<file path="src/rtl/alu_muldiv.sv">
// alu_muldiv: single-issue ALU with an optional iterative multiply/divide unit.
// Base ops complete one cycle after acceptance. With MULDIV_EN defined, M ops
// run WIDTH shift-add / restoring-subtract steps in CALC, then FIX applies the
// sign correction. Without MULDIV_EN, M ops complete like base ops and return 0.
module alu_muldiv #(
  parameter int WIDTH = 32
) (
  input  logic             clk,
  input  logic             rst,
  input  logic             flush,
  input  logic             in_valid,
  output logic             in_ready,
  input  logic [WIDTH-1:0] A,
  input  logic [WIDTH-1:0] B,
  input  logic [4:0]       alu_op,
  output logic             out_valid,
  input  logic             out_ready,
  output logic [WIDTH-1:0] alu_out,
  output logic             out_zero
);

  localparam int SW = $clog2(WIDTH);

  typedef enum logic [1:0] {IDLE, CALC, FIX, DONE} state_t;
  state_t state;

  // Single-cycle base operation; shift amount uses only the low log2(WIDTH) bits of b.
  function automatic logic [WIDTH-1:0] base_alu(input logic [3:0] op,
                                                input logic [WIDTH-1:0] a,
                                                input logic [WIDTH-1:0] b);
    logic signed [WIDTH-1:0] a_s;
    logic signed [WIDTH-1:0] b_s;
    logic [SW-1:0]           sh;
    logic [WIDTH-1:0]        r;
    a_s = a;
    b_s = b;
    sh  = b[SW-1:0];
    case (op)
      4'b0000: r = a + b;
      4'b0001: r = a - b;
      4'b0010: r = a << sh;
      4'b0100: r = {{(WIDTH-1){1'b0}}, (a_s < b_s)};
      4'b0110: r = {{(WIDTH-1){1'b0}}, (a < b)};
      4'b1000: r = a ^ b;
      4'b1010: r = a >> sh;
      4'b1011: r = a_s >>> sh;
      4'b1100: r = a | b;
      4'b1110: r = a & b;
      default: r = '0;
    endcase
    return r;
  endfunction

  logic [WIDTH-1:0] base_res;

  // Base result from the presented operands; it is registered on the accepting edge.
  always_comb begin
`ifdef MULDIV_EN
    base_res = base_alu(alu_op[3:0], A, B);
`else
    base_res = alu_op[4] ? '0 : base_alu(alu_op[3:0], A, B);
`endif
  end

  assign in_ready = (state == IDLE) && !rst;

`ifdef MULDIV_EN
  localparam logic [SW-1:0] LAST = SW'(WIDTH - 1);

  logic [SW-1:0]      cnt;
  logic [2*WIDTH-1:0] prod;   // mul: {hi, multiplier/lo}; div: {remainder, quotient}
  logic [WIDTH-1:0]   mc;     // multiplicand or divisor magnitude
  logic [2:0]         mop;
  logic               neg;    // negate the selected result in FIX
  logic               sa;
  logic               sb;
  logic [WIDTH-1:0]   ma;
  logic [WIDTH-1:0]   mb;

  // One shift-add multiply step: add multiplicand when the current LSB is set, then shift right.
  function automatic logic [2*WIDTH-1:0] mul_step(input logic [2*WIDTH-1:0] p,
                                                  input logic [WIDTH-1:0]   m);
    logic [WIDTH:0] hi;
    hi = {1'b0, p[2*WIDTH-1:WIDTH]} + (p[0] ? {1'b0, m} : {(WIDTH+1){1'b0}});
    return {hi, p[WIDTH-1:1]};
  endfunction

  // One restoring-divide step: shift in the next dividend bit and subtract if it fits.
  function automatic logic [2*WIDTH-1:0] div_step(input logic [2*WIDTH-1:0] p,
                                                  input logic [WIDTH-1:0]   d);
    logic [WIDTH:0] t;
    t = {p[2*WIDTH-1:WIDTH], p[WIDTH-1]} - {1'b0, d};
    if (!t[WIDTH]) return {t[WIDTH-1:0], p[WIDTH-2:0], 1'b1};
    else           return {p[2*WIDTH-2:0], 1'b0};
  endfunction

  // Sign correction and result selection once the magnitude computation is finished.
  function automatic logic [WIDTH-1:0] fix_result(input logic [2:0]         op,
                                                  input logic [2*WIDTH-1:0] p,
                                                  input logic               n);
    logic [2*WIDTH-1:0] pn;
    logic [WIDTH-1:0]   q;
    logic [WIDTH-1:0]   r;
    pn = n ? -p : p;
    q  = p[WIDTH-1:0];
    r  = p[2*WIDTH-1:WIDTH];
    if (!op[2])      return (op[1:0] == 2'b00) ? p[WIDTH-1:0] : pn[2*WIDTH-1:WIDTH];
    else if (!op[1]) return n ? -q : q;
    else             return n ? -r : r;
  endfunction

  // Operand signedness and magnitudes for the M op being presented.
  always_comb begin
    sa = A[WIDTH-1] && (alu_op[2:0] == 3'b001 || alu_op[2:0] == 3'b010 ||
                        alu_op[2:0] == 3'b100 || alu_op[2:0] == 3'b110);
    sb = B[WIDTH-1] && (alu_op[2:0] == 3'b001 || alu_op[2:0] == 3'b100 ||
                        alu_op[2:0] == 3'b110);
    ma = sa ? -A : A;
    mb = sb ? -B : B;
  end

  // Iterative datapath: load magnitudes on acceptance, one step per CALC cycle.
  // Remainder sign follows the dividend; a zero divisor never negates the quotient,
  // so DIV by zero yields all ones and REM by zero yields A.
  always_ff @(posedge clk) begin
    if (state == IDLE && in_valid && alu_op[4]) begin
      mop  <= alu_op[2:0];
      mc   <= alu_op[2] ? mb : ma;
      prod <= {{WIDTH{1'b0}}, (alu_op[2] ? ma : mb)};
      neg  <= (alu_op[2] && alu_op[1]) ? sa
                                       : ((sa ^ sb) && !(alu_op[2] && (B == '0)));
    end else if (state == CALC) begin
      prod <= mop[2] ? div_step(prod, mc) : mul_step(prod, mc);
    end
  end
`endif

  // Control FSM with registered result, zero flag and valid.
  always_ff @(posedge clk) begin
    if (rst) begin
      state     <= IDLE;
      out_valid <= 1'b0;
      alu_out   <= '0;
      out_zero  <= 1'b1;
`ifdef MULDIV_EN
      cnt       <= '0;
`endif
    end else if (flush) begin
      state     <= IDLE;
      out_valid <= 1'b0;
`ifdef MULDIV_EN
      cnt       <= '0;
`endif
    end else begin
      case (state)
        IDLE: begin
          if (in_valid) begin
`ifdef MULDIV_EN
            if (alu_op[4]) begin
              state <= CALC;
              cnt   <= '0;
            end else
`endif
            begin
              alu_out   <= base_res;
              out_zero  <= (base_res == '0);
              out_valid <= 1'b1;
              state     <= DONE;
            end
          end
        end
`ifdef MULDIV_EN
        CALC: begin
          cnt <= cnt + 1'b1;
          if (cnt == LAST) state <= FIX;
        end
        FIX: begin
          alu_out   <= fix_result(mop, prod, neg);
          out_zero  <= (fix_result(mop, prod, neg) == '0);
          out_valid <= 1'b1;
          state     <= DONE;
        end
`endif
        DONE: begin
          if (out_ready) begin
            out_valid <= 1'b0;
            state     <= IDLE;
          end
        end
        default: state <= IDLE;
      endcase
    end
  end

endmodule

</file>
<file path="config.mk">
export PLATFORM = sky130hd
export DESIGN_NAME = alu_muldiv
export DESIGN_NICKNAME = d
export VERILOG_FILES = /design/src/rtl/alu_muldiv.sv
export SDC_FILE = /design/constraint.sdc
export NUM_CORES = 1
export LEC_CHECK = 0
export ABC_AREA = 1
export BUFFER_PORTS_ARGS = -buffer_cell sky130_fd_sc_hd__buf_2
export CAP_MARGIN = 20
export CORE_MARGIN = 1
export CORE_UTILIZATION = 43
export CTS_CLUSTER_DIAMETER = 60
export DETAILED_ROUTE_END_ITERATION = 8
export SKIP_CTS_REPAIR_TIMING = 1
export SLEW_MARGIN = 15
export SYNTH_ARGS = -nofsm -noshare
export SYNTH_HDL_FRONTEND = slang
export SYNTH_SLANG_ARGS = --single-unit
</file>
<file path="constraint.sdc">
create_clock -name clk -period 3.2 [get_ports clk]
set_clock_uncertainty 0.1 [all_clocks]
set_input_delay 0.64 -clock clk [delete_from_list [all_inputs] [get_ports clk]]
set_output_delay 0.64 -clock clk [all_outputs]
set_load 0.01 [all_outputs]
</file>
; Word-level counts from Yosys, hierarchy flattened
; Cells that the tools add are included.
[word_totals]
output_inout_bits = 35
reg_bits = 36
wordCells = 45
input_bits = 74
[classes]
n_reduce_logical = 10
add_sub_neg = 2
mux = 8
eq_ne = 12
shifts = 3
n_lt_le_gt_ge = 2
n_bitwise = 4
[ops]
columns = op, count
row1 = case mux 32 bit (10 select lines), 1
row2 = less-than comparator 32 bit, 2
row3 = adder 32 bit, 1
row4 = bitwise AND 32 bit, 1
row5 = logical NOT 32 bit, 1
row6 = 2-to-1 mux 32 bit, 1
row7 = OR 32 bit, 1
row8 = << shifter 32 x 5 -> 32 bit, 1
row9 = right shift 32 x 5 -> 32 bit, 1
row10 = >>> shifter 32 x 5 -> 32 bit, 1
row11 = subtractor 32 bit, 1
row12 = XOR 32 bit, 1
row13 = "equality test 4 bit, second input constant", 5
row14 = "equality test 4 x 3 -> 1 bit, second input constant", 2
row15 = AND reduction 3 bit, 2
row16 = "equality test 4 x 1 -> 1 bit, second input constant", 1
row17 = "equality test 4 x 2 -> 1 bit, second input constant", 1
row18 = logical NOT 4 bit, 1
row19 = 2-to-1 mux 2 bit, 2
row20 = "inequality test 2 bit, second input constant", 2
row21 = case mux 2 bit (2 select lines), 1
row22 = "equality test 2 bit, second input constant", 1
row23 = logical NOT 2 bit, 1
row24 = 2-to-1 mux 1 bit, 2
row25 = 7 further kinds, 7

; Longest topological paths before layout
; Gate-level depths: netlist (run 1).
[depth]
ltp_word = 4
mapped_depth = 25
depth_no_buf = 22

; Worst setup path before layout (run 1)
; OpenSTA, ideal clock, no wires.
[synth_path]
path_type = input -> register
start = input B[4]
end = register out_zero
required_ns = 3.042
t_arrival_ns = 3.014
path_stages = 21
n_path_buf = 2
setup_ns = 0.058
path_slack_ns = 0.028
path_cell_list = buf_2 -> clkinv_1 -> clkbuf_1 -> ha_1 -> inv_1 -> nand2_1 -> nor2_1 -> nand3_1 -> nand2_1 -> nand2_1 -> nand2_1 -> nand2_1 -> nand3_1 -> o21ai_1 -> o21ai_0 -> nand2_1 -> nor2_1 -> nand3_1 -> nor2_1 -> nand2_1 -> nand2_1
[synth_via]
elab_chain_cells = 4
word_cells_on_any_way = 13
cone_classes = add/sub: 2 / order compare: 2 / shift: 3 / mux: 2 / bitwise: 3 / reduce/logical: 1
[synth_rtl]
columns = item, line
row1 = start: declaration, 14  ; input logic [WIDTH-1:0] B,
row2 = "subtractor 32 bit, or another cell as far along", 40  ; 4'b0001: r = a - b;
row3 = case mux 32 bit (10 select lines) *, 38  ; case (op)
row4 = 2-to-1 mux 32 bit *, 61  ; base_res = alu_op[4] ? '0 : base_alu(alu_op[3:0], A, B);
row5 = logical NOT 32 bit *, 166  ; out_zero <= (base_res == '0);
row6 = end signal: assignment, 166
row7 = end: declaration, 19  ; output logic out_zero
; Mark *: on every way between the ends. The rest lies on a longest branch, timed or not.
; A chain may end at the register's enable or synchronous reset.

; Worst setup path in the final report (run 1)
[layout_path]
start = input A[10]
end = register out_zero
[layout_via]
elab_chain_cells = 4
word_cells_on_any_way = 13
cone_classes = add/sub: 2 / order compare: 2 / shift: 3 / mux: 2 / bitwise: 3 / reduce/logical: 1
[layout_rtl]
columns = item, line
row1 = start: declaration, 13  ; input logic [WIDTH-1:0] A,
row2 = "subtractor 32 bit, or another cell as far along", 40
row3 = case mux 32 bit (10 select lines) *, 38
row4 = 2-to-1 mux 32 bit *, 61
row5 = logical NOT 32 bit *, 166
; Marks and branches as above.

==> results of run 1 <==
==> power by group through the flow <==
stage / logic (mW) / clock network [mW] / registers (mW)
floorplan: 1.19 / 0 / 0.486
finish: 2.47 / 0.637 / 0.465
global route: 2.65 / 0.660 / 0.467
global placement: 2.28 / 0 / 0.473
detailed placement: 2.30 / 0 / 0.473
CTS: 2.31 / 0.642 / 0.464
==> path summary, 6_finish.rpt <==
| path | from | to | cells after the start |
|---|---|---|---|
| hold reg to reg | out_zero$_SDFFE_PP1P_ | out_zero$_SDFFE_PP1P_ | 2 |
| setup / recovery | A[10] | out_zero$_SDFFE_PP1P_ | 20 |
| hold / removal | out_zero$_SDFFE_PP1P_ | out_zero$_SDFFE_PP1P_ | 2 |
| setup reg to reg | out_valid$_SDFFE_PP0P_ | alu_out[22]$_SDFFE_PP0P_ | 6 |
==> per-stage QoR <==
step | utilization | setup slack, ns
CTS | 0.582 | -0.00853
global route | 0.595 | -0.0662
detailed placement | 0.575 | -0.257
floorplan | - | 0.0278
finish | 0.595 | 0.100
global placement | 0.575 | -0.232
==> state kept, by name, summed over array words and instances (netlist names) <==
name	flops
alu_out	32
out_valid	1
out_zero	1
==> final cells by class <==
class | count | area [um^2] | share of cell area
Clock inverter | 3 | 68.8 | 0.00459
Multi-Input combinational cell | 1803 | 9170 | 0.612
Timing Repair Buffer | 494 | 3590 | 0.239
Clock buffer | 5 | 125 | 0.00835
Inverter | 248 | 936 | 0.0625
Sequential cell | 34 | 681 | 0.0454
Tap cell | 330 | 413 | 0.0276
==> routing by layer <==
metal  vias up  GRT usage
li1       7914          -
met1      7736      0.578
met5         -          0
met4         0      0.157
met2       908      0.703
met3       135     0.0730
==> cells in the final DEF (no fill, tap or decap), types with 17 or more instances in the layout <==
master	count
nand2_1	720
buf_4	374
nand3_1	369
inv_1	232
nor2_1	181
a21oi_1	113
buf_2	108
ha_1	81
o21ai_0	79
dfxtp_1	34
nand4_1	33
nand2_2	28
o21ai_1	28
nor2_2	24
o22ai_1	22
nor3_1	17
==> Yosys cell counts, types with 2 or more instances <==
library cell,instances,area (um^2)
nand2_1,733,2750
nand3_1,376,1880
inv_1,234,878
nor2_1,205,769
a21oi_1,120,601
ha_1,97,1210
o21ai_0,85,425
buf_2,56,280
dfxtp_1,34,681
nand4_1,33,206
o21ai_1,25,125
o22ai_1,22,138
clkbuf_1,20,75.1
nor3_1,18,90.1
nand2_2,16,100
o21bai_1,11,82.6
inv_2,10,37.5
and2_1,9,56.3
o211ai_1,9,67.6
buf_1,8,30.0
buf_6,8,90.1
buf_4,7,52.6
nor2_2,6,37.5
nor4_1,5,31.3
a21oi_2,4,35.0
o21a_1,4,30.0
or2_2,4,25.0
a221oi_1,3,26.3
a21boi_0,2,15.0
clkinv_1,2,7.51
fa_1,2,40.0
inv_4,2,12.5
nand3b_1,2,15.0
nor3b_1,2,15.0
o2111ai_1,2,17.5
or2_0,2,12.5
==> kinds of logic after synthesis <==
group / after synthesis / synth area share
adder cells (fa/ha/maj): 99 / 0.114
flip-flops: 34 / 0.0618
AO/OA/AOI/OAI: 288 / 0.143
AND/OR/NAND/NOR: 1416 / 0.549
buffers and inverters: 347 / 0.133
==> worst max-delay path, stage by stage <==
cell	delay [ns]
buf_2	0.15
inv_1	0.06
ha_2	0.39
buf_4	0.14
nand2_1	0.08
inv_1	0.09
nand2_1	0.11
nor3_1	0.15
nand2_1	0.11
nand2_1	0.18
nand2_1	0.07
nand3_1	0.17
o21ai_0	0.15
o21ai_2	0.18
nand2_1	0.09
nor2_2	0.14
nand3_1	0.09
nor2_1	0.10
nand2_1	0.07
nand2_1	0.06
==> summary.md, run 1 <==
| Metric | Value |
|---|---|
| Status | complete, no violations |
| CTS buffer count | 5 |
| Synth warn | 0 |
| DR pass1 iterations | 8 |
| Antenna fix cells | 0 |
| Switch share | 0.480 |
| Highest metal used | met4 |
| Row cnt | 58 |
| Fillers | roughly 2700 |
| Via count | about 17000 |
| IO buf count | approximately 110 |
| Worst vdd ir | between 300 and 400 uV |
| Htree depth | 2 |
| Initial Utilization | 0.437 |
| Setup_tns | 0 ns |
| Final #Nets | 2759 |
| Residual DRC | 0 |
| Yosys reg bits | 34 |
| Clock slew at reported path FFs | approximately 0.05 ns |
| Full die area | ~26000 um^2 |
| Startpoint Class | primary input |
| Vias in the first global route | between 15000 and 20000 |
| Crit path DAT | between 3 and 4 ns |
| Slew margin rel. | 0.371 |
| Worst skew pair latency | 0.28 ns |
| Comb pwr share | 0.692 |
| Finished Cell Area | roughly 15000 um^2 |
| Pwr per Cell Area | approximately 240 nW/um^2 |
| Area Overhead vs Synth | 36.1% |
| DRT met1 WL | 24.1 mm |
| Syn nets | approximately 2400 |
| Async SR Flop Fraction | 0 |
| Post-DRT Antenna Nets | 0 |
| Mapped Avg Cell Area | 5.04 um^2 |
| FF-to-FF setup slack | about 1.4 ns |
| Int Pwr | 1.86 mW |
| Setup violation total in the final timing report | 0 |
| DP HPWL | between 40 and 50 mm |
| Die height | 162 um |
| Wire length on met2 | roughly 26 mm |
| Initial DRC count | 2084 |
| Worst Setup Path Type | in2reg |
| Total GRT Usage | 0.435 |
| Minimum clock period | 3.10 ns |
| Placed Instances | 2906 |
| Cells after Synth | roughly 2200 |
| Required @ worst endpoint | between 3 and 4 ns |
| Tot Pwr | between 3 and 4 mW |
| Seq/Total Area, Yosys | 0.0618 |
| First-pass GRT wire length | a little under 90 mm |
| # clock sinks | 34 |
| WL met3 | 6.19 mm |
| Final hold violation count | 0 |
| P_leak | about 8.3 nW |
| Fin crit share | 0.969 |
| Grt ovf | 0 |
| Worst hold path type | reg2reg |
| Post-synth top flop | dfxtp_1 |
| Psw | approximately 1.7 mW |
| Fin Hold WS | slightly below 0.4 ns |
| # IOs | 109 |
| Clock power frac | 0.178 |
| Max-cap violation count | 0 |
| EDFF count, synth | 0 |
| TritonCTS clock tree | built |
| Non-filler cells, final | just under 3000 |
| Routability congestion estimate from global placement | between 1 and 1.5 |
| Largest net degree at the start of global routing | 53 |
| Die W | approximately 160 um |
| Initial antenna violation count | 1 |
| Max Clk Rate | 0.323 GHz |
| Fraction of layout instances using a drive strength above 1 | 0.242 |
| Crit Path Max Fanout | 5 |
| Post-synth cell types | 42 |
| Sequential Power Share | 0.130 |
| Critical Path End Type | register |
| Root Buffer | clkbuf_16 |
| Post-DP Area | 14500 um^2 |
| WL final | around 58 mm |
| Core area | ~25000 um^2 |
| Slew Limit Fails | 0 |
| Post-DR wirelength/cell | ~20 um |
| Largest buffer count on any clock path | 2 |
| Cell Area, Synth | ~11000 um^2 |
| Slew @ Worst Pin | 0.939 ns |
| DR vias/cell | 5.72 |
No activity file was read; power rests on OpenSTA's default activity.
==> run 2: changes to the inputs <==
- GPL_TIMING_DRIVEN: unset -> 0
==> run 2 against run 1 <==
Maximum frequency decreased by 6.4%. Highest routed layer unchanged. The flow now finishes with violations (setup timing). Worst setup slack got worse by 0.21 ns. Design area decreased by 12%. Count of clock-buffer cells in the layout unchanged. Utilization decreased by 7.0 points. Power decreased by 12%. First-iteration DRC count increased by 5.8%. Flip-flop and latch count unchanged.
==> summary.md, run 2 (same netlist as run 1, synthesis figures left out) <==
| Metric | Value |
|---|---|
| First-pass GRT wire length | 85.5 mm (-1.6%) |
| Most flops, register | alu_out |
| Clock power frac | 0.147 (-0.031) |
| Final hold violation count | 0 (unchanged) |
| Crit path DAT | 3.44 ns (+0.21 ns) |
| CTS buffer count | 5 (unchanged) |
| Final #Nets | 2514 (-8.9%) |
| Worst Hold Depth | 2 (unchanged) |
| Critical-path top delay cell | ha_4 |
| Root Buffer | clkbuf_16 |
| DR vias/cell | 6.04 (+5.6%) |
| Crit path launch | B[4] |
| Failing checks | setup timing |
| Sequential Power Share | 0.149 (+0.019) |
| Cell depth of the worst setup path | 22 (+10%) |
| IO buf count | 108 (unchanged) |
| Area Overhead vs Synth | 20.0% |
| Via count | 16134 (-3.3%) |
| Routability congestion estimate from global placement | 1.08 (-0.34%) |
| Slew margin rel. | 0.502 (+0.131) |
| R2R cell count | 7 (+1) |
| Worst hold path type | reg2reg |
| Non-filler cells, final | 2671 (-8.4%) |
| Switch share | 0.549 (+0.0691) |
| Largest buffer count on any clock path | 2 (unchanged) |
| Fraction of layout instances using a drive strength above 1 | 0.176 (-0.0660) |
| Final Util | 0.525 (-0.0701) |
| P_leak | 7.15 nW (-14%) |
| Fillers | 2848 (+5.4%) |
| Die height | 162 um (unchanged) |
| Psw | 1.72 mW (+0.21%) |
| Max-cap violation count | 0 (unchanged) |
| Required @ worst endpoint | 3.33 ns (about the same) |
| Critical Path Max Stage Delay | 0.35 ns (-0.04 ns) |
| Placed Instances | 2622 (-9.8%) |
| Fin crit share | 1.04 (+0.0664) |
| # IOs | 109 (unchanged) |
| Status | finished with violations |
| # clock sinks | 34 (unchanged) |
| Critical Path End Type | register |
| Max Clk Rate | 0.302 GHz (-6.4%) |
| Clock slew at reported path FFs | 0.06 ns (about the same) |
| DR pass1 iterations | 8 (unchanged) |
| Full die area | 26300 um^2 (unchanged) |
| Slew Limit Fails | 0 (unchanged) |
| Initial Utilization | 0.437 (unchanged) |
| Htree depth | 2 (unchanged) |
| WL final | 60.4 mm (+3.4%) |
| Most frequent cells in the layout | 685 x nand2_1, 356 x nand3_1, 227 x inv_1 |
| CP top delay family | simple AND/OR/NAND/NOR gates |
| TritonCTS clock tree | built |
| Crit Path Max Fanout | 8 (+3) |
| Worst vdd ir | 287 uV (-7.9%) |
| Post-DP Area | 12000 um^2 (-17%) |
| Row cnt | 58 (unchanged) |
| Antenna fix cells | 0 (unchanged) |
| Fin Hold WS | 0.402 ns (+0.00643 ns) |
| Comb pwr share | 0.704 (+0.012) |
| Pwr per Cell Area | 237 nW/um^2 (-0.70%) |
| Worst Setup Path Type | in2reg |
| Vias in the first global route | 14128 (-9.2%) |
| DP HPWL | 49.3 mm (-0.18%) |
| Setup_tns | -0.112 ns (-0.112 ns) |
| Reg2reg start | out_valid$_SDFFE_PP0P_ |
| Setup ws final | -0.112 ns (-0.213 ns) |
| Post-DR wirelength/cell | 22.6 um (+13%) |
| Int Pwr | 1.41 mW (-24%) |
| Minimum clock period | 3.31 ns (+0.213 ns) |
| Hold Crit Start | out_zero$_SDFFE_PP1P_ |
| Post-DRT Antenna Nets | 0 (unchanged) |
| RSZ-0062 raised after global routing | yes |
| Max FFs per register | 32 (unchanged) |
| Finished Cell Area | 13200 um^2 (-12%) |
| Commonest non-fill, non-tap cell in the layout | nand2_1 |
| Tot Pwr | 3.13 mW (-12%) |
| Largest net degree at the start of global routing | 13 (-75%) |
| Top Registers | alu_out: 32 flops, out_valid: 1 flops, out_zero: 1 flops |
| Buffers & Inverters on Critical Path | 6 (+2) |
| Total GRT Usage | 0.438 (+0.00265) |
| Core area | 25200 um^2 (unchanged) |
| Startpoint Class | primary input |
| Setup violation total in the final timing report | 1 (+1) |
| Initial DRC count | 2204 (+5.8%) |
| Die W | 162 um (unchanged) |
| Crit-path cells | buf_6, buf_8, clkinvlp_4, buf_8, ha_4, inv_4, nand2_2, nor2_4, buf_4, nand4_1, nand3_2, nand2_1, nand3_1, nand3_1, nand2_1, nor2_1, nor2_1, nor2_1, nand3_1, nor2_1, nand2_1, nand2_1 |
| Grt ovf | 0 (unchanged) |
| Residual DRC | 0 (unchanged) |
| Slew @ Worst Pin | 0.747 ns (-0.192 ns) |
| Worst skew pair latency | 0.28 ns (about the same) |
| Setup WS pre-CTS | -1.51 ns (-1.26 ns) |
| Initial antenna violation count | 0 (-1) |
run 2: cell count changes in the layout (fill, tap and decap cells not counted), moves of 9 or more:
cell and change:
buf_4 -331, buf_2 +46, nand2_1 -35, nand2_2 +25, clkbuf_1 +18, buf_6 +14, nand3_1 -13, ha_1 +12
ha_2 -11, nand3_2 +11, nand2_4 +10, nor2_1 -9
run 2: tightest hold or removal path, cell delays in order, from the launching register on:
cell and delay, ns:
dfxtp_1 0.35, a21oi_1 0.07, nand2_1 0.05
run 2: power groups by stage:
stage | sequential, mW | combinational, mW | clock [mW]
after detailed placement | 0.473 | 1.87 | 0
after floorplan | 0.486 | 1.19 | 0
final | 0.466 | 2.20 | 0.461
after global placement | 0.473 | 1.87 | 0
after CTS | 0.465 | 1.88 | 0.460
after global routing | 0.468 | 2.34 | 0.479
run 2: path summary, 6_finish.rpt:
path                                                 end  slack, ns
worst min register to register     out_zero$_SDFFE_PP1P_       0.40
worst min-delay path               out_zero$_SDFFE_PP1P_       0.40
worst max-delay path               out_zero$_SDFFE_PP1P_      -0.11
worst max register to register  alu_out[19]$_SDFFE_PP0P_       1.34
run 2: final cells by class:
type,count,area [um^2],share of cell area
Buffer,98,633,0.0479
Clock buffer,5,125,0.00947
Clock inverter,2,10.0,0.000757
Inverter,248,952,0.0720
Multi-Input combinational cell,1803,9460,0.716
Sequential cell,34,681,0.0515
Tap cell,330,413,0.0312
Timing Repair Buffer,151,941,0.0712
run 2: metal layers:
metal,GRT usage,up-vias,part of all wire
li1,-,7426,-
met1,0.562,7347,0.38
met2,0.705,1110,0.44
met3,0.0651,251,0.11
met4,0.230,0,0.070
met5,0,-,0
